`src/rtl/hazard_stall_ctrl_if.sv`:
```
// hazard_stall_ctrl_if: pipeline event inputs and stage control outputs of the stall controller
interface hazard_stall_ctrl_if #(parameter int CNT_W = 16);
    logic [4:0] id_rs, id_rt, ex_write_reg;
    logic id_uses_rt, ex_mem_read, mem_branch, mem_zero_flag;
    logic mem_mem_read, mem_mem_write, dmem_ready, clr_cnt;
    logic pc_en, if_id_en, id_ex_en, ex_mem_en;
    logic if_id_flush, id_ex_flush, ex_mem_flush, mem_wb_flush;
    logic pc_src, dmem_req, timeout_err;
    logic [CNT_W-1:0] stall_count;
    modport master(
        output id_rs, id_rt, ex_write_reg, id_uses_rt, ex_mem_read, mem_branch, mem_zero_flag,
               mem_mem_read, mem_mem_write, dmem_ready, clr_cnt,
        input  pc_en, if_id_en, id_ex_en, ex_mem_en, if_id_flush, id_ex_flush, ex_mem_flush,
               mem_wb_flush, pc_src, dmem_req, timeout_err, stall_count
    );
    modport slave(
        input  id_rs, id_rt, ex_write_reg, id_uses_rt, ex_mem_read, mem_branch, mem_zero_flag,
               mem_mem_read, mem_mem_write, dmem_ready, clr_cnt,
        output pc_en, if_id_en, id_ex_en, ex_mem_en, if_id_flush, id_ex_flush, ex_mem_flush,
               mem_wb_flush, pc_src, dmem_req, timeout_err, stall_count
    );
endinterface

```
`src/rtl/hazard_stall_ctrl.sv`:
```
// hazard_stall_ctrl: 5-stage pipeline enables/flushes for load-use, taken branch and waited memory access
module hazard_stall_ctrl #(
    parameter int TIMEOUT = 16,
    parameter int CNT_W   = 16
) (
    input logic clk,
    input logic rst,
    hazard_stall_ctrl_if.slave ctrl_if
);
    typedef enum logic [1:0] {RUN, MEM_WAIT, ERR} state_t;
    state_t state_q, state_d;
    logic [4:0] wait_q, wait_d;
    logic [CNT_W-1:0] cnt_q, cnt_d;
    logic mem_acc, lu, taken, freeze, adv, err, stall;
    assign mem_acc = ctrl_if.mem_mem_read | ctrl_if.mem_mem_write;
    assign lu = ctrl_if.ex_mem_read && ctrl_if.ex_write_reg != 5'd0 &&
                (ctrl_if.ex_write_reg == ctrl_if.id_rs ||
                 (ctrl_if.id_uses_rt && ctrl_if.ex_write_reg == ctrl_if.id_rt));
    assign taken = ctrl_if.mem_branch & ctrl_if.mem_zero_flag;
    // rst gates everything so outputs return to defaults the moment reset rises
    assign freeze = !rst && !ctrl_if.dmem_ready &&
                    ((state_q == RUN && mem_acc) || state_q == MEM_WAIT);
    assign err = !rst && state_q == ERR;
    assign adv = !rst && !err && !freeze;
    assign stall = freeze | (adv & !taken & lu);
    assign ctrl_if.pc_en = !(stall | err);
    assign ctrl_if.if_id_en = !(stall | err);
    assign ctrl_if.id_ex_en = !(freeze | err);
    assign ctrl_if.ex_mem_en = !(freeze | err);
    assign ctrl_if.if_id_flush = adv & taken;
    assign ctrl_if.id_ex_flush = adv & (taken | lu);
    assign ctrl_if.ex_mem_flush = adv & taken;
    assign ctrl_if.mem_wb_flush = freeze;
    assign ctrl_if.pc_src = adv & taken;
    assign ctrl_if.dmem_req = !rst && ((state_q == RUN && mem_acc) || state_q == MEM_WAIT);
    assign ctrl_if.timeout_err = err;
    assign ctrl_if.stall_count = cnt_q;
    always_comb begin
        state_d = state_q;
        wait_d = wait_q;
        if (state_q == RUN && mem_acc && !ctrl_if.dmem_ready) begin
            state_d = MEM_WAIT;
            wait_d = 5'd1;
        end else if (state_q == MEM_WAIT) begin
            state_d = ctrl_if.dmem_ready ? RUN : (wait_q == 5'(TIMEOUT) ? ERR : MEM_WAIT);
            wait_d = ctrl_if.dmem_ready ? 5'd0 : wait_q + 5'd1;
        end
        cnt_d = ctrl_if.clr_cnt ? '0 : (stall && cnt_q != '1) ? cnt_q + CNT_W'(1) : cnt_q;
    end
    always_ff @(posedge clk or posedge rst) begin
        if (rst) begin
            state_q <= RUN;
            wait_q <= '0;
            cnt_q <= '0;
        end else begin
            state_q <= state_d;
            wait_q <= wait_d;
            cnt_q <= cnt_d;
        end
    end
endmodule

```
`src/flat_wrapper.sv`:
```
// flat-port wrapper written by rule: the top's interface ports become plain ports
module hazard_stall_ctrl_flat 
#(
    parameter int TIMEOUT = 16,
    parameter int CNT_W   = 16
)
  (clk, rst, ctrl_if_id_rs, ctrl_if_id_rt, ctrl_if_ex_write_reg, ctrl_if_id_uses_rt, ctrl_if_ex_mem_read, ctrl_if_mem_branch, ctrl_if_mem_zero_flag, ctrl_if_mem_mem_read, ctrl_if_mem_mem_write, ctrl_if_dmem_ready, ctrl_if_clr_cnt, ctrl_if_pc_en, ctrl_if_if_id_en, ctrl_if_id_ex_en, ctrl_if_ex_mem_en, ctrl_if_if_id_flush, ctrl_if_id_ex_flush, ctrl_if_ex_mem_flush, ctrl_if_mem_wb_flush, ctrl_if_pc_src, ctrl_if_dmem_req, ctrl_if_timeout_err, ctrl_if_stall_count);
  hazard_stall_ctrl_if #(.CNT_W(CNT_W)) ctrl_if_i ();
  input logic clk;
  input logic rst;
  input wire logic [$bits(ctrl_if_i.id_rs)-1:0] ctrl_if_id_rs;
  input wire logic [$bits(ctrl_if_i.id_rt)-1:0] ctrl_if_id_rt;
  input wire logic [$bits(ctrl_if_i.ex_write_reg)-1:0] ctrl_if_ex_write_reg;
  input wire logic [$bits(ctrl_if_i.id_uses_rt)-1:0] ctrl_if_id_uses_rt;
  input wire logic [$bits(ctrl_if_i.ex_mem_read)-1:0] ctrl_if_ex_mem_read;
  input wire logic [$bits(ctrl_if_i.mem_branch)-1:0] ctrl_if_mem_branch;
  input wire logic [$bits(ctrl_if_i.mem_zero_flag)-1:0] ctrl_if_mem_zero_flag;
  input wire logic [$bits(ctrl_if_i.mem_mem_read)-1:0] ctrl_if_mem_mem_read;
  input wire logic [$bits(ctrl_if_i.mem_mem_write)-1:0] ctrl_if_mem_mem_write;
  input wire logic [$bits(ctrl_if_i.dmem_ready)-1:0] ctrl_if_dmem_ready;
  input wire logic [$bits(ctrl_if_i.clr_cnt)-1:0] ctrl_if_clr_cnt;
  output wire logic [$bits(ctrl_if_i.pc_en)-1:0] ctrl_if_pc_en;
  output wire logic [$bits(ctrl_if_i.if_id_en)-1:0] ctrl_if_if_id_en;
  output wire logic [$bits(ctrl_if_i.id_ex_en)-1:0] ctrl_if_id_ex_en;
  output wire logic [$bits(ctrl_if_i.ex_mem_en)-1:0] ctrl_if_ex_mem_en;
  output wire logic [$bits(ctrl_if_i.if_id_flush)-1:0] ctrl_if_if_id_flush;
  output wire logic [$bits(ctrl_if_i.id_ex_flush)-1:0] ctrl_if_id_ex_flush;
  output wire logic [$bits(ctrl_if_i.ex_mem_flush)-1:0] ctrl_if_ex_mem_flush;
  output wire logic [$bits(ctrl_if_i.mem_wb_flush)-1:0] ctrl_if_mem_wb_flush;
  output wire logic [$bits(ctrl_if_i.pc_src)-1:0] ctrl_if_pc_src;
  output wire logic [$bits(ctrl_if_i.dmem_req)-1:0] ctrl_if_dmem_req;
  output wire logic [$bits(ctrl_if_i.timeout_err)-1:0] ctrl_if_timeout_err;
  output wire logic [$bits(ctrl_if_i.stall_count)-1:0] ctrl_if_stall_count;
  assign ctrl_if_i.id_rs = ctrl_if_id_rs;
  assign ctrl_if_i.id_rt = ctrl_if_id_rt;
  assign ctrl_if_i.ex_write_reg = ctrl_if_ex_write_reg;
  assign ctrl_if_i.id_uses_rt = ctrl_if_id_uses_rt;
  assign ctrl_if_i.ex_mem_read = ctrl_if_ex_mem_read;
  assign ctrl_if_i.mem_branch = ctrl_if_mem_branch;
  assign ctrl_if_i.mem_zero_flag = ctrl_if_mem_zero_flag;
  assign ctrl_if_i.mem_mem_read = ctrl_if_mem_mem_read;
  assign ctrl_if_i.mem_mem_write = ctrl_if_mem_mem_write;
  assign ctrl_if_i.dmem_ready = ctrl_if_dmem_ready;
  assign ctrl_if_i.clr_cnt = ctrl_if_clr_cnt;
  assign ctrl_if_pc_en = ctrl_if_i.pc_en;
  assign ctrl_if_if_id_en = ctrl_if_i.if_id_en;
  assign ctrl_if_id_ex_en = ctrl_if_i.id_ex_en;
  assign ctrl_if_ex_mem_en = ctrl_if_i.ex_mem_en;
  assign ctrl_if_if_id_flush = ctrl_if_i.if_id_flush;
  assign ctrl_if_id_ex_flush = ctrl_if_i.id_ex_flush;
  assign ctrl_if_ex_mem_flush = ctrl_if_i.ex_mem_flush;
  assign ctrl_if_mem_wb_flush = ctrl_if_i.mem_wb_flush;
  assign ctrl_if_pc_src = ctrl_if_i.pc_src;
  assign ctrl_if_dmem_req = ctrl_if_i.dmem_req;
  assign ctrl_if_timeout_err = ctrl_if_i.timeout_err;
  assign ctrl_if_stall_count = ctrl_if_i.stall_count;
  hazard_stall_ctrl #(.TIMEOUT(TIMEOUT), .CNT_W(CNT_W)) u_core (.clk(clk), .rst(rst), .ctrl_if(ctrl_if_i));
endmodule
```
`config.mk`:
```
export PLATFORM = sky130hd
export DESIGN_NAME = hazard_stall_ctrl_flat
export DESIGN_NICKNAME = d
export VERILOG_FILES = /design/src/rtl/hazard_stall_ctrl_if.sv /design/src/rtl/hazard_stall_ctrl.sv /design/src/flat_wrapper.sv
export SDC_FILE = /design/constraint.sdc
export NUM_CORES = 1
export LEC_CHECK = 0
export CAP_MARGIN = 25
export CORE_MARGIN = 2
export CORE_UTILIZATION = 37
export DETAILED_ROUTE_END_ITERATION = 10
export PLACE_DENSITY = 0.7
export SLEW_MARGIN = 10
export SYNTH_ARGS = -nofsm -noshare
export SYNTH_HDL_FRONTEND = slang
export SYNTH_SLANG_ARGS = --single-unit
```
`constraint.sdc`:
```
create_clock -name clk -period 2.1 [get_ports clk]
set_input_delay 0.42 -clock clk [delete_from_list [all_inputs] [get_ports clk]]
set_output_delay 0.42 -clock clk [all_outputs]
set_load 0.05 [all_outputs]
```
# Word-level counts from Yosys, hierarchy flattened

Index checks and enable logic that the tools add are counted.

Memory bits (read-only): 0
Output and inout bits: 27
Memories kept: 0
Latch bits: 0
Word-level logic and storage cells: 55
Memory bits (writable): 0
Bits in registers: 23

Equality and inequality tests: 6
$add $sub $neg: 2
Divide/modulo/power cells: 0
Multipliers: 0
Bitwise gates (word level): 10
Reduce and logical (&&, ||, !) cells: 25
Order comparisons: 0
Shift-type cells: 0
Mux-type cells: 9

Operators with widths:

| cell                                                                  | count |
|---|---|
| 16-bit two-way mux                                                    | 2 |
| 16-bit by 1-bit adder with 16-bit output, second input constant       | 1 |
| 16-bit inequality test, second input constant                         | 1 |
| 5-bit two-way mux                                                     | 3 |
| 1-bit logical AND                                                     | 12 |
| 5-bit equality test                                                   | 2 |
| 2-bit two-way mux                                                     | 4 |
| 1-bit logical NOT                                                     | 7 |
| 5-bit by 1-bit adder with 5-bit output, second input constant         | 1 |
| 1-bit bitwise AND                                                     | 5 |
| 5-bit equality test, second input constant                            | 1 |
| 1-bit bitwise OR                                                      | 5 |
| 5-bit nonzero test                                                    | 1 |
| 2-bit nonzero test                                                    | 2 |
| 2-bit by 1-bit equality test with 1-bit output, second input constant | 1 |
| 2-bit equality test, second input constant                            | 1 |
| 2-bit logical NOT                                                     | 1 |
| 1-bit logical OR                                                      | 2 |

# Logic depth before layout (Yosys ltp)

Gate-level depths: netlist of the first run.

Depth in word-level cells: 12
Depth in mapped cells: 9
Gate-level depth less buffers: 7

# Worst setup path before layout of the first run

OpenSTA, ideal clock, no wires.

Path type: input-to-output
Start: in rst
End: out ctrl_if_pc_en
Cell stages on the path: 5
Arrival time: 3.622 ns
Path slack: -1.942 ns
Path through: inv_1 -> and2_1 -> nor2_1 -> a21boi_0 -> buf_4

Longest elaborated chain between the ends: 10
Elaborated cells between the ends (all ways): 13
Those cells by class: bitwise: 4; reduce/logical: 9

RTL lines:

| what                            | RTL line                | text |
|---|---|---|
| start: declaration              | flat_wrapper.sv:10      | `input logic rst;` |
| 1-bit logical NOT (*)           | hazard_stall_ctrl.sv:23 | `assign err = !rst && state_q == ERR;` |
| 1-bit logical AND (*)           | hazard_stall_ctrl.sv:23 |  |
| via ctrl_if_timeout_err         | flat_wrapper.sv:32      | `output wire logic [$bits(ctrl_if_i.timeout_err)-1:0] ctrl_if_timeout_err;` |
| 1-bit logical NOT               | hazard_stall_ctrl.sv:24 | `assign adv = !rst && !err && !freeze;` |
| 1-bit logical AND (2 in series) | hazard_stall_ctrl.sv:24 |  |
| 1-bit bitwise AND (2 in series) | hazard_stall_ctrl.sv:25 | `assign stall = freeze \| (adv & !taken & lu);` |
| 1-bit bitwise OR                | hazard_stall_ctrl.sv:25 |  |
| 1-bit bitwise OR (*)            | --                      |  |
| 1-bit logical NOT (*)           | --                      |  |
| end: declaration                | flat_wrapper.sv:22      | `output wire logic [$bits(ctrl_if_i.pc_en)-1:0] ctrl_if_pc_en;` |

The timed path passes the listed nets; every way through them passes the cells marked *.

# Worst setup path after layout of the first run

Start: in ctrl_if_ex_write_reg[3]
End: out ctrl_if_if_id_en

Longest elaborated chain between the ends: 8
Elaborated cells between the ends (all ways): 11
Those cells by class: eq/ne: 2; bitwise: 3; reduce/logical: 6

RTL lines:

| what                  | RTL line                | text |
|---|---|---|
| start: declaration    | flat_wrapper.sv:13      | `input wire logic [$bits(ctrl_if_i.ex_write_reg)-1:0] ctrl_if_ex_write_reg;` |
| 5-bit equality test   | hazard_stall_ctrl.sv:18 | `(ctrl_if.id_uses_rt && ctrl_if.ex_write_reg == ctrl_if.id_rt));` |
| 1-bit logical AND     | hazard_stall_ctrl.sv:18 |  |
| 1-bit logical OR      | hazard_stall_ctrl.sv:17 | `(ctrl_if.ex_write_reg == ctrl_if.id_rs \|\|` |
| 1-bit logical AND (*) | hazard_stall_ctrl.sv:16 | `assign lu = ctrl_if.ex_mem_read && ctrl_if.ex_write_reg != 5'd0 &&` |
| 1-bit bitwise AND (*) | hazard_stall_ctrl.sv:25 |  |
| 1-bit bitwise OR (*)  | hazard_stall_ctrl.sv:25 |  |
| 1-bit bitwise OR (*)  | hazard_stall_ctrl.sv:27 | `assign ctrl_if.if_id_en = !(stall \| err);` |
| 1-bit logical NOT (*) | hazard_stall_ctrl.sv:27 |  |
| end: declaration      | flat_wrapper.sv:23      | `output wire logic [$bits(ctrl_if_i.if_id_en)-1:0] ctrl_if_if_id_en;` |

Mark *: on every way between the ends. The rest lies on a longest branch, timed or not.

==> results of run 1 <==
[metal layers]
layer | track usage, % | vias to the layer above | wire (um)
met5 | 0 | - | 0
met3 | 3.08 | 2 | 321
met4 | 5.15 | 0 | 25
met2 | 34.4 | 46 | 2100
met1 | 22.7 | 703 | 1650
li1 | - | 717 | -
[timing repair]
action / CTS / global route
gates resized for setup: 85 / 11
pin swaps: 24 / 6
hold buffers: 0 / 0
setup buffers: 2 / 5
endpoints found under the setup margin: 25 / 14
[flip-flops by register name, indices dropped and copies added (netlist names)]
signal	flops
u_core.wait_q	5
u_core.state_q	2
u_core.ctrl_if.stall_count	16
[where the power goes]
group,switching (mW),total (mW),leakage [nW],internal (mW)
Sequential,0.0243,0.490,0.309,0.466
Clock,0.136,0.271,0.0228,0.135
Combinational,0.201,0.400,0.744,0.199
Total,0.361,1.16,1.08,0.800
[kinds of logic after synthesis]
family | count (synthesis) | share of synthesized area, %
buffers and inverters | 17 | 6.25
flip-flops | 23 | 36.9
AO/OA/AOI/OAI | 20 | 10.8
AND/OR/NAND/NOR | 78 | 29.6
adder cells (fa/ha/maj) | 3 | 2.41
XOR/XNOR | 25 | 14.0
[metrics by stage]
step / instances / setup slack (ns) / setup TNS, ns / hold slack, ns / util (%)
after global routing: 287 / -0.106 / -0.408 / 0.534 / 66.8
after global placement: 276 / -0.461 / -8.66 / 0.521 / 62.6
after CTS: 282 / -0.0779 / -0.193 / 0.508 / 65.1
after detailed placement: 276 / -0.503 / -9.61 / 0.534 / 62.6
final: 287 / -0.0529 / -0.126 / 0.499 / 66.8
after floorplan: 166 / -0.472 / -4.14 / 0.430 / -
[final cells by class]
class,count,area share [%]
Clock buffer,4,1.67
Inverter,5,0.697
Multi-Input combinational cell,126,43.7
Sequential cell,23,21.6
Tap cell,50,2.32
Timing Repair Buffer,79,30.1
[synthesized netlist by cell type (all sizes together) (2+ instances only)]
cell,count
nor3,7
a21oi,6
and3,3
nand4,4
xnor2,23
nand3,6
nor3b,3
a31o,2
or4,2
ha,3
nand2b,2
o41ai,2
buf,10
nor4,7
nor4b,2
o22ai,2
dfrtp,23
clkbuf,2
and4,2
inv,5
o21ai,3
xor2,2
nor2,25
nand2,12
a2111oi,2
[worst max-delay path: stages]
cell       delay [ns]
buf_8            0.10
or4_4            0.54
o21ai_4          0.18
a2111oi_4        0.07
a21boi_4         0.25
buf_12           0.17
[layout by cell type (no fill, tap or decap), types with 5 or more instances in the layout]
| cell type | count |
|---|---|
| buf_12 | 11 |
| buf_2 | 12 |
| buf_4 | 19 |
| buf_6 | 10 |
| clkdlybuf4s50_1 | 18 |
| dfrtp_1 | 19 |
| dlygate4sd2_1 | 5 |
| inv_1 | 5 |
| nand2_1 | 9 |
| nor2_1 | 22 |
| nor4_4 | 5 |
| xnor2_1 | 15 |
| xnor2_2 | 8 |
[path summary, 6_finish.rpt]
check | depth (start not counted) | endpoint | startpoint | slack [ns]
worst max-delay path | 6 | ctrl_if_if_id_en | ctrl_if_ex_write_reg[3] | -0.05
worst min-delay path | 4 | u_core.state_q[0] | rst | 0.50
worst max register to register | 8 | u_core.ctrl_if.stall_count[7] | u_core.ctrl_if.stall_count[0] | 0.10
worst min register to register | 2 | u_core.wait_q[4] | u_core.wait_q[4] | 0.55
max in group asynchronous | 4 | u_core.ctrl_if.stall_count[0] | rst | 1.36
min in group clk | 2 | u_core.wait_q[4] | u_core.wait_q[4] | 0.55
==> out/summary.txt, run 1 <==
fmax - 0.464 GHz
CTS clock-pin slew for the worst setup and hold paths - 0.08 ns
synthesized area - 0.00156 mm^2
post-synth top area share - 36.9%
Site Rows - 23
overall power - 1.16 mW
synth top area cells - dfrtp_1 (37%), xnor2_1 (13%), nor2_1 (6.0%), nor4_4 (4.1%), nand2_1 (2.9%)
sequential element share of the synthesized area - 36.9%
Top FF cell, synth - dfrtp_1
GRT Residual Overflow - 0
LEAKAGE - 1.08 nW
failing checks - setup timing
Final HPWL DP - 3040 um
multi-input logic area - 0.00117 mm^2
worst hold path class - input pin to async pin
startpoint types - input pin
Fillers - 330
Clock Skew - 0.00125 ns
Die W - 68.9 um
Final Max Tran Viols - 0
relative slew slack - 64.4%
First DRT Iteration DRCs - 37
final setup vio count - 3
Hold Fails Final Rpt - 0
register area - 581 um^2
period utilisation layout - 103%
CTS tree - built
Ports - 52
P per Cell Area - 431 mW/mm^2
dpl cell area - 0.00252 mm^2
largest net degree at the start of global routing - 24
total track usage - 18.8%
Antenna Nets Post-Route - 0
drt drc - 0
vias in the first global route - 1434
unrepaired setup endpoints after global routing - yes
Sink Count - 23
crit-path max FO - 3
setup ws final - -0.0529 ns
Worst Path Required - 1.68 ns
Port Buffers - 51
Mapped Avg Cell Area - 9.40 um^2
via count - 1468
core area - 0.00403 mm^2
first drt pass iteration count - 5
Synth area leader - dfrtp_1
antenna violations before repair - 0
CTS buffer count - 3
Root Buffer - clkbuf_8
async set-reset flop share out of synthesis - 100%
outcome - finished with violations
nets@finish - 266
GPL Wtd Cong - 0.798
#FFs+latches synth - 23
ratio of cells with drive above 1 in the final layout - 46.4%
Yosys cell types - 41
deepest clock path buffer count - 2
Least-Margin Pin Slew - 0.532 ns
wire per inst - 14.3 um
Final Critical Period - 2.15 ns
Starting Density - 38.7%
Worst-Skew Late Latency - 0.26 ns
Syn Inst Count - 166
die height - 68.9 um
final wirelength - 4100 um
# Max-Cap Violations - 0
CTS H-tree depth - 1
die area - 0.00475 mm^2
Synth Warn # - 0
VDD IR max - 0.336 mV
Area Overhead vs Synth - 72.5%
Post-synth EDFFs - 0
CP Data Arrival Time - 1.73 ns
final instance area - 0.00269 mm^2
syn nets - 194
Antenna Diode Count - 0
CP endpoint kind - primary output
critical path class - input pin to primary output
routed vias/inst - 5.11
first-pass GRT wire length - 6730 um
Note: power is estimated with default switching activity, not from simulation.
==> run 2, diff against run 1 <==
--- a/config.mk
+++ b/config.mk
@@ -10,7 +10,6 @@
 export CORE_UTILIZATION = 37
 export DETAILED_ROUTE_END_ITERATION = 10
 export PLACE_DENSITY = 0.7
-export SLEW_MARGIN = 10
 export SYNTH_ARGS = -nofsm -noshare
 export SYNTH_HDL_FRONTEND = slang
 export SYNTH_SLANG_ARGS = --single-unit
==> constraint.sdc (replaced) <==
create_clock -name clk -period 2.1 [get_ports clk]
set_input_delay 0.42 -clock clk [delete_from_list [all_inputs] [get_ports clk]]
set_output_delay 0.42 -clock clk [all_outputs]
set_load 0.02 [all_outputs]
==> out/summary.txt, run 2 (same netlist as run 1, synthesis figures left out) <==
fmax - 0.469 GHz (was 0.464 GHz)
routed vias/inst - 5.19 (was 5.11)
Antenna Diode Count - 0 (unchanged)
core area - 0.00403 mm^2 (unchanged)
P per Cell Area - 429 mW/mm^2 (was 431 mW/mm^2)
met2 WL - 2080 um (was 2100 um)
Sink Count - 23 (unchanged)
startpoint types - flop (was input pin)
failing checks - setup timing (unchanged)
ratio of cells with drive above 1 in the final layout - 40.5% (was 46.4%)
unrepaired setup endpoints after global routing - yes (unchanged)
relative slew slack - 64.5% (was 64.4%)
CTS clock-pin slew for the worst setup and hold paths - 0.09 ns (was 0.08 ns)
Worst Path Required - 2.29 ns (was 1.68 ns)
Final Max Tran Viols - 0 (unchanged)
first-pass GRT wire length - 6450 um (was 6730 um)
Root Buffer - clkbuf_8 (unchanged)
Final HPWL DP - 2790 um (was 3040 um)
R2R cell count - 8 (unchanged)
placed insts - 282 (was 276)
register-to-register setup slack - -0.03 ns (was 0.10 ns)
Final Critical Period - 2.13 ns (was 2.15 ns)
CP Data Arrival Time - 2.33 ns (was 1.73 ns)
Clock Skew - 0.00793 ns (was 0.00125 ns)
final setup TNS - -0.0336 ns (was -0.126 ns)
Final Util - 63.5% (was 66.8%)
CP endpoint kind - flop (was primary output)
CTS H-tree depth - 1 (unchanged)
first drt pass iteration count - 4 (was 5)
fin cells - 297 (was 287)
First DRT Iteration DRCs - 34 (was 37)
GRT Residual Overflow - 0 (unchanged)
VDD IR max - 0.263 mV (was 0.336 mV)
vias in the first global route - 1498 (was 1434)
wire per inst - 13.7 um (was 14.3 um)
die height - 68.9 um (unchanged)
via count - 1541 (was 1468)
commonest cells after routing, fill and taps aside - buf_4 (33), nor2_1 (23), dfrtp_1 (23), xnor2_1 (20), clkdlybuf4s50_1 (18) (was nor2_1 (22), buf_4 (19), dfrtp_1 (19), clkdlybuf4s50_1 (18), xnor2_1 (15))
Least-Margin Pin Slew - 0.530 ns (was 0.532 ns)
final wirelength - 4060 um (was 4100 um)
CTS buffer count - 3 (unchanged)
worst hold path class - input pin to async pin (unchanged)
most common cell after layout, fill and taps aside - buf_4 (was nor2_1)
Antenna Nets Post-Route - 0 (unchanged)
Fillers - 335 (was 330)
Site Rows - 23 (unchanged)
cell mode on critical path - buf_6
LEAKAGE - 1.07 nW (was 1.08 nW)
final setup vio count - 1 (was 3)
critical path class - flop to flop (was input pin to primary output)
Ports - 52 (unchanged)
Area Overhead vs Synth - 63.9% (was 72.5%)
largest net degree at the start of global routing - 24 (unchanged)
overall power - 1.10 mW (was 1.16 mW)
setup ws final - -0.0336 ns (was -0.0529 ns)
CP delay by family, top - simple AND/OR/NAND/NOR gates (unchanged)
reg-to-reg critical path startpoint - u_core.state_q[0] (was u_core.ctrl_if.stall_count[0])
CTS tree - built (unchanged)
Top Metal Used - met4 (unchanged)
RR Endpoint - u_core.ctrl_if.stall_count[15] (was u_core.ctrl_if.stall_count[7])
die area - 0.00475 mm^2 (unchanged)
total track usage - 17.8% (was 18.8%)
antenna violations before repair - 0 (unchanged)
period utilisation layout - 102% (was 103%)
CP max stage cell - or4_4 (unchanged)
drt drc - 0 (unchanged)
max FFs per register - 16 (unchanged)
Hold Fails Final Rpt - 0 (unchanged)
worst slack at placement - -0.832 ns (was -0.503 ns)
Die W - 68.9 um (unchanged)
Starting Density - 38.7% (unchanged)
outcome - finished with violations (unchanged)
Metal-1 WL - 1620 um (was 1650 um)
crit-path cells - buf_6 > and2b_4 > a2111oi_4 > buf_4 > a21oi_4 > buf_6 > or4_4 > a21oi_2 (was buf_8 > or4_4 > o21ai_4 > a2111oi_4 > a21boi_4 > buf_12)
Port Buffers - 51 (unchanged)
routed wl met3 - 303 um (was 321 um)
GPL Wtd Cong - 0.743 (was 0.798)
deepest clock path buffer count - 2 (unchanged)
# Max-Cap Violations - 0 (unchanged)
CP max stage delay - 0.48 ns (was 0.54 ns)
nets@finish - 276 (was 266)
crit-path max FO - 7 (was 3)
Worst-Skew Late Latency - 0.27 ns (was 0.26 ns)
sum of buffers and inverters on the critical path - 3 (was 2)
==> run 2: changes by cell type in the layout (fill, tap and decap cells not counted), moves of 3 or more <==
cell and delta:
buf_12 -10, buf_4 +14, nand2_2 -3, clkbuf_2 +11, xnor2_2 -5, dfrtp_1 +4
buf_2 -7, dfrtp_2 -4, xnor2_1 +5, nand2_1 +3
==> run 2: repair_timing <==
item | 4_1_cts | 5_1_grt
setup endpoints to repair | 27 | 22
hold endpoints to repair | 0 | 0
resized for setup | 84 | 48
hold buffers | 0 | 0
gates cloned | 0 | 0
pin swaps | 24 | 39
buffers inserted | 5 | 6
==> run 2: stage by stage <==
step,instance area [um^2],hold slack [ns]
detailed placement,2330,0.530
CTS,2430,0.467
floorplan,1640,0.296
finish,2560,0.275
global route,2560,0.317
global placement,2330,0.528
==> run 2: metal layers <==
layer	vias to the layer above	GRT usage, %
met4	0	6.37
met1	737	20.8
met2	56	32.0
met5	-	0
li1	743	-
met3	5	3.57
==> run 2: worst min-delay path: cells and delay by family <==
kind / cells / cell delay (ns)
buffers and inverters: 3 / 0.53
==> run 2: report_power, final <==
group	internal, mW	switching [mW]	total, mW	leakage, nW
Combinational	0.170	0.157	0.327	0.732
Clock	0.136	0.146	0.282	0.0228
Sequential	0.465	0.0235	0.489	0.315
==> run 2: area by class of cell <==
type	instances	area [um^2]	share of cell area, %
multi-input cells	126	1100	42.9
repair buffers	89	754	29.5
flip-flops and latches	23	576	22.5
well taps	50	62.6	2.45
clock buffers	4	45.0	1.76
inverters	5	22.5	0.881
==> run 2: how the worst max path moves through the flow <==
stage,startpoint,to,slack (ns),depth (start not counted)
5_1_grt,u_core.state_q[0],u_core.ctrl_if.stall_count[15],-0.11,8
3_3_place_gp,ctrl_if_ex_write_reg[3],ctrl_if_id_ex_flush,-0.83,7
6_report,u_core.state_q[0],u_core.ctrl_if.stall_count[15],-0.03,8
4_1_cts,u_core.state_q[0],u_core.ctrl_if.stall_count[15],-0.05,8
3_5_place_dp,ctrl_if_ex_write_reg[2],ctrl_if_id_ex_flush,-0.83,7
2_1_floorplan,rst,ctrl_if_pc_en,-0.01,5
